<file path="src/rtl/mem_ctrl.sv">
// mem_ctrl: two-port round-robin controller that serializes block reads/writes onto one mem port.
// One transaction in flight: IDLE -> ISSUE -> WAIT (MEM_LAT cycles) -> RESP.
`ifndef BLK_WIDTH
`define BLK_WIDTH 128
`endif
`ifndef PA_WIDTH
`define PA_WIDTH 20
`endif

module mem_ctrl #(
    parameter int BLK_WIDTH = `BLK_WIDTH,
    parameter int PA_WIDTH  = `PA_WIDTH,
    parameter int MEM_LAT   = 2
) (
    input  logic                 clk,
    input  logic                 rst,
    input  logic                 req0,
    input  logic                 req1,
    input  logic                 we0,
    input  logic                 we1,
    input  logic [PA_WIDTH-1:0]  addr0,
    input  logic [PA_WIDTH-1:0]  addr1,
    input  logic [BLK_WIDTH-1:0] wdata0,
    input  logic [BLK_WIDTH-1:0] wdata1,
    output logic                 ack0,
    output logic                 ack1,
    output logic [BLK_WIDTH-1:0] rdata,
    output logic                 busy,
    output logic [PA_WIDTH-1:0]  mem_addr,
    output logic                 mem_rd_en,
    output logic                 mem_wr_en,
    output logic [BLK_WIDTH-1:0] mem_wr_data,
    input  logic [BLK_WIDTH-1:0] mem_rd_data
);
    localparam int OFF_BITS = $clog2(BLK_WIDTH / 8);
    localparam logic [PA_WIDTH-1:0] OFF_MASK = PA_WIDTH'((1 << OFF_BITS) - 1);

    localparam logic [1:0] S_IDLE  = 2'd0;
    localparam logic [1:0] S_ISSUE = 2'd1;
    localparam logic [1:0] S_WAIT  = 2'd2;
    localparam logic [1:0] S_RESP  = 2'd3;

    logic [1:0]           r_state;
    logic                 r_ptr;
    logic                 r_id;
    logic                 r_we;
    logic [3:0]           r_cnt;
    logic [PA_WIDTH-1:0]  r_addr;
    logic [BLK_WIDTH-1:0] r_wdata;
    logic [BLK_WIDTH-1:0] r_rdata;

    logic                 w_grant;
    logic [PA_WIDTH-1:0]  w_addr_blk;

    // Lone requester wins outright; on a tie the priority pointer decides.
    always_comb begin
        w_grant = r_ptr;
        if (req0 && !req1) begin
            w_grant = 1'b0;
        end else if (req1 && !req0) begin
            w_grant = 1'b1;
        end
        w_addr_blk = (w_grant ? addr1 : addr0) & ~OFF_MASK;
    end

    always_ff @(posedge clk) begin
        if (rst) begin
            r_state <= S_IDLE;
            r_ptr   <= 1'b0;
            r_id    <= 1'b0;
            r_we    <= 1'b0;
            r_cnt   <= '0;
            r_addr  <= '0;
            r_wdata <= '0;
            r_rdata <= '0;
        end else begin
            case (r_state)
                S_IDLE: begin
                    if (req0 || req1) begin
                        r_id    <= w_grant;
                        r_we    <= w_grant ? we1 : we0;
                        r_addr  <= w_addr_blk;
                        r_wdata <= w_grant ? wdata1 : wdata0;
                        r_state <= S_ISSUE;
                    end
                end
                S_ISSUE: begin
                    r_cnt   <= 4'(MEM_LAT);
                    r_state <= S_WAIT;
                end
                S_WAIT: begin
                    r_cnt <= r_cnt - 4'd1;
                    // Last wait cycle: mem's registered read data is stable by now.
                    if (r_cnt == 4'd1) begin
                        if (!r_we) begin
                            r_rdata <= mem_rd_data;
                        end
                        r_state <= S_RESP;
                    end
                end
                S_RESP: begin
                    r_ptr   <= ~r_id;
                    r_state <= S_IDLE;
                end
                default: r_state <= S_IDLE;
            endcase
        end
    end

    assign ack0        = (r_state == S_RESP) && !r_id;
    assign ack1        = (r_state == S_RESP) && r_id;
    assign busy        = (r_state != S_IDLE);
    assign mem_rd_en   = (r_state == S_ISSUE) && !r_we;
    assign mem_wr_en   = (r_state == S_ISSUE) && r_we;
    assign mem_addr    = r_addr;
    assign mem_wr_data = r_wdata;
    assign rdata       = r_rdata;

endmodule

</file>
<file path="config.mk">
export PLATFORM = sky130hd
export DESIGN_NAME = mem_ctrl
export DESIGN_NICKNAME = d
export VERILOG_FILES = /design/src/rtl/mem_ctrl.sv
export SDC_FILE = /design/constraint.sdc
export NUM_CORES = 1
export LEC_CHECK = 0
export BUFFER_PORTS_ARGS = -buffer_cell sky130_fd_sc_hd__buf_2
export CORE_AREA = 2 2 277 279
export DETAILED_ROUTE_END_ITERATION = 10
export DIE_AREA = 0 0 279 281
export REMOVE_ABC_BUFFERS = 1
export SETUP_SLACK_MARGIN = 0.15
export SYNTH_ARGS = -nofsm -noshare
export SYNTH_HDL_FRONTEND = slang
export SYNTH_SLANG_ARGS = --single-unit
</file>
<file path="constraint.sdc">
create_clock -name clk -period 3.3 [get_ports clk]
set_clock_uncertainty 0.15 [all_clocks]
set_input_delay 0.33 -clock clk [delete_from_list [all_inputs] [get_ports clk]]
set_output_delay 0.33 -clock clk [all_outputs]
set_load 0.02 [all_outputs]
</file>
==> flow_metrics.py, run 1 <==
metrics = {
    "run_status": {
        "status": "finished, violations left",
        "violations": "negative hold slack",
    },
    "critical_path": {
        "reg2regPathDepth": 6,
        "worstPathRequired_ps": 3560,
        "cp-startpoint": "r_state[0]",
        "slowest_stage": "dlygate4sd3_1",
        "worst-r2r-setup-slack_ps": 290,
        "critPathTopFamily": "buffers and inverters",
        "timing.rr.end": "mem_wr_data[120]",
        "cpPeakStageDelay_ps": 580,
        "worstPathCellList": "inv_1 -> ha_4 -> o21ai_4 -> buf_12 -> o311a_1 -> dlygate4sd3_1",
        "worstPathBufferInverterCount": 3,
        "start_kind": "flop",
        "path_depth": 6,
        "worstSetupEndpoint": "mem_wr_data[120]",
        "cp_max_fo": 123,
        "crit_type": "flop to flop",
        "arrival_ps": 3270,
        "end_kind": "flop",
        "worstReg2RegStart": "r_state[0]",
    },
    "timing": {
        "rsz0062_at_grt": "false",
        "max_slew.worst_pin.slew_ps": 631,
        "finalCritPeriodShare_pct": 91.1,
        "hold_viol": 1,
        "holdWs_ps": -0.924,
        "period_needed_ps": 3010,
        "setup_tns_ps": 0,
        "finalSetupViolCount": 0,
        "maxClockFrequency_mhz": 333,
        "slew_viol_final": 0,
        "max_slew_margin_pct": 57.8,
    },
    "power_and_ir_drop": {
        "ir_drop_mv": 0.512,
        "powerDensity_mw_per_mm2": 658,
        "p_leak_uw": 0.0103,
    },
    "drt": {
        "num_vias": 16557,
        "wl_per_cell_um": 18.9,
        "drt_pass1_iterations": 5,
        "drt-total-wl_um": 67700,
        "antenna_left": 0,
        "drcViolationCount": 0,
        "via_per_inst": 4.62,
        "first_iter_violations": 701,
    },
    "yosys": {
        "ys_ff_latch": 281,
        "synth-edff-count": 0,
        "syn-cell-area_sq_mm": 0.0133,
        "synthCells": 1645,
        "synthDistinctLibCells": 34,
        "seq_area_frac_synth_pct": 42.1,
        "synth_flop_cell": "dfxtp_1",
        "yosys_warnings": 0,
        "synthArstFlopShare_pct": 0,
        "avgSynthCellArea_sq_um": 8.11,
    },
    "place": {
        "io_buffers": 698,
        "placedInstanceArea_sq_mm": 0.0177,
        "dp_hpwl_um": 46500,
        "gp_congestion": 0.814,
        "placed_cells": 3155,
    },
    "floorplan": {
        "rows": 101,
        "start_util_pct": 17.7,
        "io_pins": 711,
        "dieHeight_um": 281,
        "core-area_sq_mm": 0.0754,
        "dieArea_sq_mm": 0.0784,
        "dieWidth_um": 279,
    },
    "cts": {
        "numCtsBuffers": 36,
        "postCtsSetupBuffers": 0,
        "cts_resized": 0,
        "cts_tree": "yes",
        "clockRootBuffer": "clkbuf_16",
        "cts_buffer_depth": 3,
        "clock-sinks": 281,
        "ctsHoldBuffers": 350,
        "clk_latency_ps": 540,
        "clk_pin_slew_ps": 60,
        "ctsHtreeMaxLevel": 2,
    },
    "global_route": {
        "antenna_found_initial": 37,
        "gr-usage-all-layers_pct": 16.2,
        "grt_pass1_wl_um": 98500,
        "grt_pass1_vias": 15865,
        "overflow": 0,
        "grt_max_degree": 129,
    },
    "layout": {
        "nets": 3002,
        "layout-drive-gt1-share_pct": 31.0,
        "fillers": 7924,
        "area_growth_pct": 68.4,
        "multi_input_area_sq_mm": 0.00578,
        "fin_cells": 3582,
        "design_area_sq_mm": 0.0225,
        "seq_area_sq_mm": 0.00563,
    },
    "min_path": {
        "min_path_type": "input pin to flop",
        "min_path_cells": 3,
    },
    "job": {
        "cap_viol_max_count": 0,
    },
}
power breakdown:
group          internal (uW)  switching (uW)  total (uW)
clock network           2430            1640        4070
registers               4040             363        4400
logic                   2460            3870        6330
routing by layer:
| layer | share of wire (%) | vias to the layer above | GRT usage, % |
|---|---|---|---|
| met5 | 0.20 | - | 0 |
| met3 | 8.4 | 166 | 4.83 |
| met4 | 4.6 | 20 | 8.20 |
| li1 | - | 7820 | - |
| met1 | 40 | 7762 | 19.1 |
| met2 | 46 | 789 | 26.8 |
cell usage after synthesis, types with 2 or more instances:
cell type	n	area share, %
dfxtp_1	281	42
buf_4	5	0.28
buf_1	6	0.17
o2111ai_1	145	9.5
ha_1	7	0.66
inv_1	298	8.4
o21ai_0	128	4.8
nand2_1	2	0.056
nor3b_1	2	0.11
buf_2	37	1.4
clkbuf_1	149	4.2
a21oi_1	277	10
nor3_1	2	0.075
o311a_1	145	11
o21ai_1	3	0.11
nand4b_1	2	0.13
buf_6	6	0.51
nor2b_1	5	0.23
nand3_1	129	4.8
and2_1	2	0.094
sequential cells by signal (all words and copies together) (netlist names):
signal / count
mem_addr: 16
r_id: 1
mem_wr_data: 128
r_ptr: 1
r_we: 1
r_cnt: 4
r_state: 2
rdata: 128
worst register-to-register path: stages, from the launching register on:
cell and delay (ps):
dfxtp_1 330, inv_1 170, ha_4 460, o21ai_4 290, buf_12 290, o311a_1 600
dlygate4sd3_1 590
stage by stage:
stage	worst slack, ps	util [%]	hold WS [ps]	power (uW)
after CTS	465	29.8	0.997	14900
after global routing	268	29.8	20.1	15700
after global placement	954	23.5	303	10000
after floorplan	-16880	-	245	6600
after detailed placement	877	23.5	309	10000
final	293	29.8	-0.924	14800
how the worst min path moves through the flow:
stage	start	endpoint	slack [ps]
floorplan	rst	r_state[0]	240
global placement	r_id	r_id	300
detailed placement	r_id	r_id	310
CTS	wdata1[98]	mem_wr_data[98]	1
global route	mem_rd_data[89]	rdata[89]	20
finish	mem_rd_data[89]	rdata[89]	-0.9
area by class of cell:
cell class / count / area share, %
Inverter: 298 / 5.00
Clock inverter: 14 / 0.723
Multi-Input combinational cell: 865 / 25.7
Sequential cell: 281 / 25.0
Tap cell: 978 / 5.44
Clock buffer: 50 / 4.60
Antenna cell: 13 / 0.145
Timing Repair Buffer: 1083 / 33.4
cell usage in the layout, fill, tap and decap left out, types with 18 or more instances in the layout:
cell and count:
dlygate4sd3_1 350, nand3_1 129, o2111ai_1 145, clkbuf_16 37
inv_1 297, o311a_1 145, buf_12 18, dfxtp_1 280
buf_2 696, o21ai_0 127, a21oi_1 277
cell families after synthesis:
family,Yosys count,share of synthesized area [%]
compound gates,706,36.4
flops,281,42.1
simple gates,147,5.70
other cells,1,0.0281
fa+ha+maj,8,0.740
buf+inv,502,15.0
Note: power is estimated with default switching activity, not from simulation.
==> inputs of run 2 (changes only) <==
--- a/config.mk
+++ b/config.mk
@@ -11,2 +11,3 @@
 export DIE_AREA = 0 0 279 281
+export RECOVER_POWER = 25
 export REMOVE_ABC_BUFFERS = 1
==> constraint.sdc (replaced) <==
create_clock -name clk -period 3.3 [get_ports clk]
set_clock_uncertainty 0.15 [all_clocks]
set_input_delay 0.825 -clock clk [delete_from_list [all_inputs] [get_ports clk]]
set_output_delay 0.825 -clock clk [all_outputs]
set_load 0.02 [all_outputs]
==> run 2 against run 1 <==
Non-clock buffer count is 348 lower. Global-route usage is 1.1 points lower. The flow now finishes without violations. Wire length is 7.0% lower. Combinational power is 13% lower. Critical path type is now flop to output pin.
==> flow_metrics.py, run 2 (synthesis gave the netlist of run 1 again) <==
metrics = {
    "run_status": {
        "status": "completed",
    },
    "floorplan": {
        "dieHeight_um": 281,
        "start_util_pct": 17.7,
        "dieWidth_um": 279,
        "rows": 101,
        "io_pins": 711,
        "dieArea_sq_mm": 0.0784,
        "core-area_sq_mm": 0.0754,
    },
    "min_path": {
        "whs_endpoint": "r_id",
        "worstHoldStart": "r_id",
        "min_path_type": "flop to flop",
        "min_path_cells": 2,
    },
    "cts": {
        "clk_pin_slew_ps": 60,
        "cts_tree": "yes",
        "cts_buffer_depth": 3,
        "ctsHtreeMaxLevel": 2,
        "clockRootBuffer": "clkbuf_16",
        "clock-sinks": 281,
        "postCtsSetupBuffers": 0,
        "numCtsBuffers": 35,
        "cts_resized": 0,
        "ctsHoldBuffers": 0,
        "clk_latency_ps": 550,
    },
    "drt": {
        "first_iter_violations": 767,
        "via_per_inst": 4.59,
        "antenna_left": 0,
        "drcViolationCount": 0,
        "drt_pass1_iterations": 4,
        "drt-total-wl_um": 63000,
        "num_vias": 14832,
        "wl_per_cell_um": 19.5,
    },
    "power_and_ir_drop": {
        "p_clk_share_pct": 28.5,
        "internal-power_uw": 8170,
        "powerDensity_mw_per_mm2": 736,
        "switching_share_pct": 40.9,
        "p_sw_uw": 5660,
        "combPwrFrac_pct": 39.7,
        "pwr-share-seq_pct": 31.8,
        "ir_drop_mv": 0.431,
        "p_leak_uw": 0.00814,
    },
    "critical_path": {
        "arrival_ps": 1850,
        "worst-r2r-setup-slack_ps": 980,
        "worstPathRequired_ps": 2320,
        "worstReg2RegStart": "r_state[0]",
        "crit_type": "flop to output pin",
        "end_kind": "output pin",
        "start_kind": "flop",
        "cp_max_fo": 35,
        "timing.rr.end": "mem_wr_data[7]",
        "reg2regPathDepth": 6,
    },
    "place": {
        "dp_hpwl_um": 46700,
        "gp_congestion": 0.812,
        "io_buffers": 698,
    },
    "layout": {
        "area_growth_pct": 40.8,
        "final_common_cell": "buf_2",
        "fillers": 8367,
        "layout-drive-gt1-share_pct": 29.7,
        "nets": 2653,
        "final_cell_mix": "buf_2 (563), inv_1 (297), dfxtp_1 (280), a21oi_1 (277)",
    },
    "timing": {
        "hold_viol": 0,
        "setup_tns_ps": 0,
        "slew_viol_final": 0,
        "max_slew.worst_pin.slew_ps": 637,
        "max_slew_margin_pct": 57.6,
        "finalCritPeriodShare_pct": 85.5,
        "period_needed_ps": 2820,
        "maxClockFrequency_mhz": 354,
        "holdWs_ps": 319,
        "finalSetupViolCount": 0,
        "rsz0062_at_grt": "false",
    },
    "global_route": {
        "overflow": 0,
        "antenna_found_initial": 46,
        "grt_pass1_wl_um": 90200,
        "gr-usage-all-layers_pct": 15.2,
        "grt_max_degree": 109,
        "grt_pass1_vias": 13750,
    },
    "job": {
        "cap_viol_max_count": 0,
    },
}
## run 2: power groups by stage
stage	registers [uW]	clock network, uW	logic [uW]
global placement	4440	0	5590
floorplan	4650	0	1950
finish	4400	3940	5490
global route	4480	4200	5990
CTS	4400	4110	5610
detailed placement	4470	0	5600
## run 2: worst max path at each step
stage / slack, ps / startpoint / cells past startpoint / end
after floorplan: -16880 / r_state[0] / 4 / mem_addr[10]
after global placement: 920 / req0 / 5 / mem_wr_data[98]
after detailed placement: 910 / req0 / 5 / mem_wr_data[5]
after CTS: 400 / r_state[0] / 4 / busy
after global routing: 340 / r_state[0] / 4 / busy
final: 480 / r_state[0] / 4 / busy
## run 2: worst max-delay path, stage by stage (launching register included)
cell and delay, ps:
dfxtp_1 330, inv_1 160, ha_4 520, inv_1 80, buf_2 170
## run 2: layer usage
layer / up-vias / wire [um] / track usage [%]
met4: 28 / 2270 / 6.58
met3: 131 / 6040 / 5.77
met1: 6890 / 24900 / 17.6
li1: 7111 / - / -
met2: 672 / 29500 / 24.8
met5: - / 185 / 0
## run 2: cell type report
type,instances,area [sq um],share of cell area (%)
multi-input combinational,865,5780,30.7
antenna,12,30.0,0.160
tap,978,1220,6.51
timing repair buffer,735,3870,20.6
clock buffer,49,980,5.21
inverter,298,1120,5.98
clock inverter,13,169,0.898
sequential,281,5630,29.9
## run 2: stage by stage
step | cells | total power, uW | utilization, % | worst slack, ps | instance area [sq um]
2_1_floorplan | 1444 | 6600 | - | -16880 | 12500
4_1_cts | 3219 | 14100 | 25.1 | 401 | 18900
3_3_place_gp | 3157 | 10000 | 23.6 | 921 | 17800
5_1_grt | 3228 | 14700 | 24.9 | 339 | 18800
3_5_place_dp | 3157 | 10100 | 23.6 | 912 | 17800
6_report | 3231 | 13800 | 24.9 | 479 | 18800
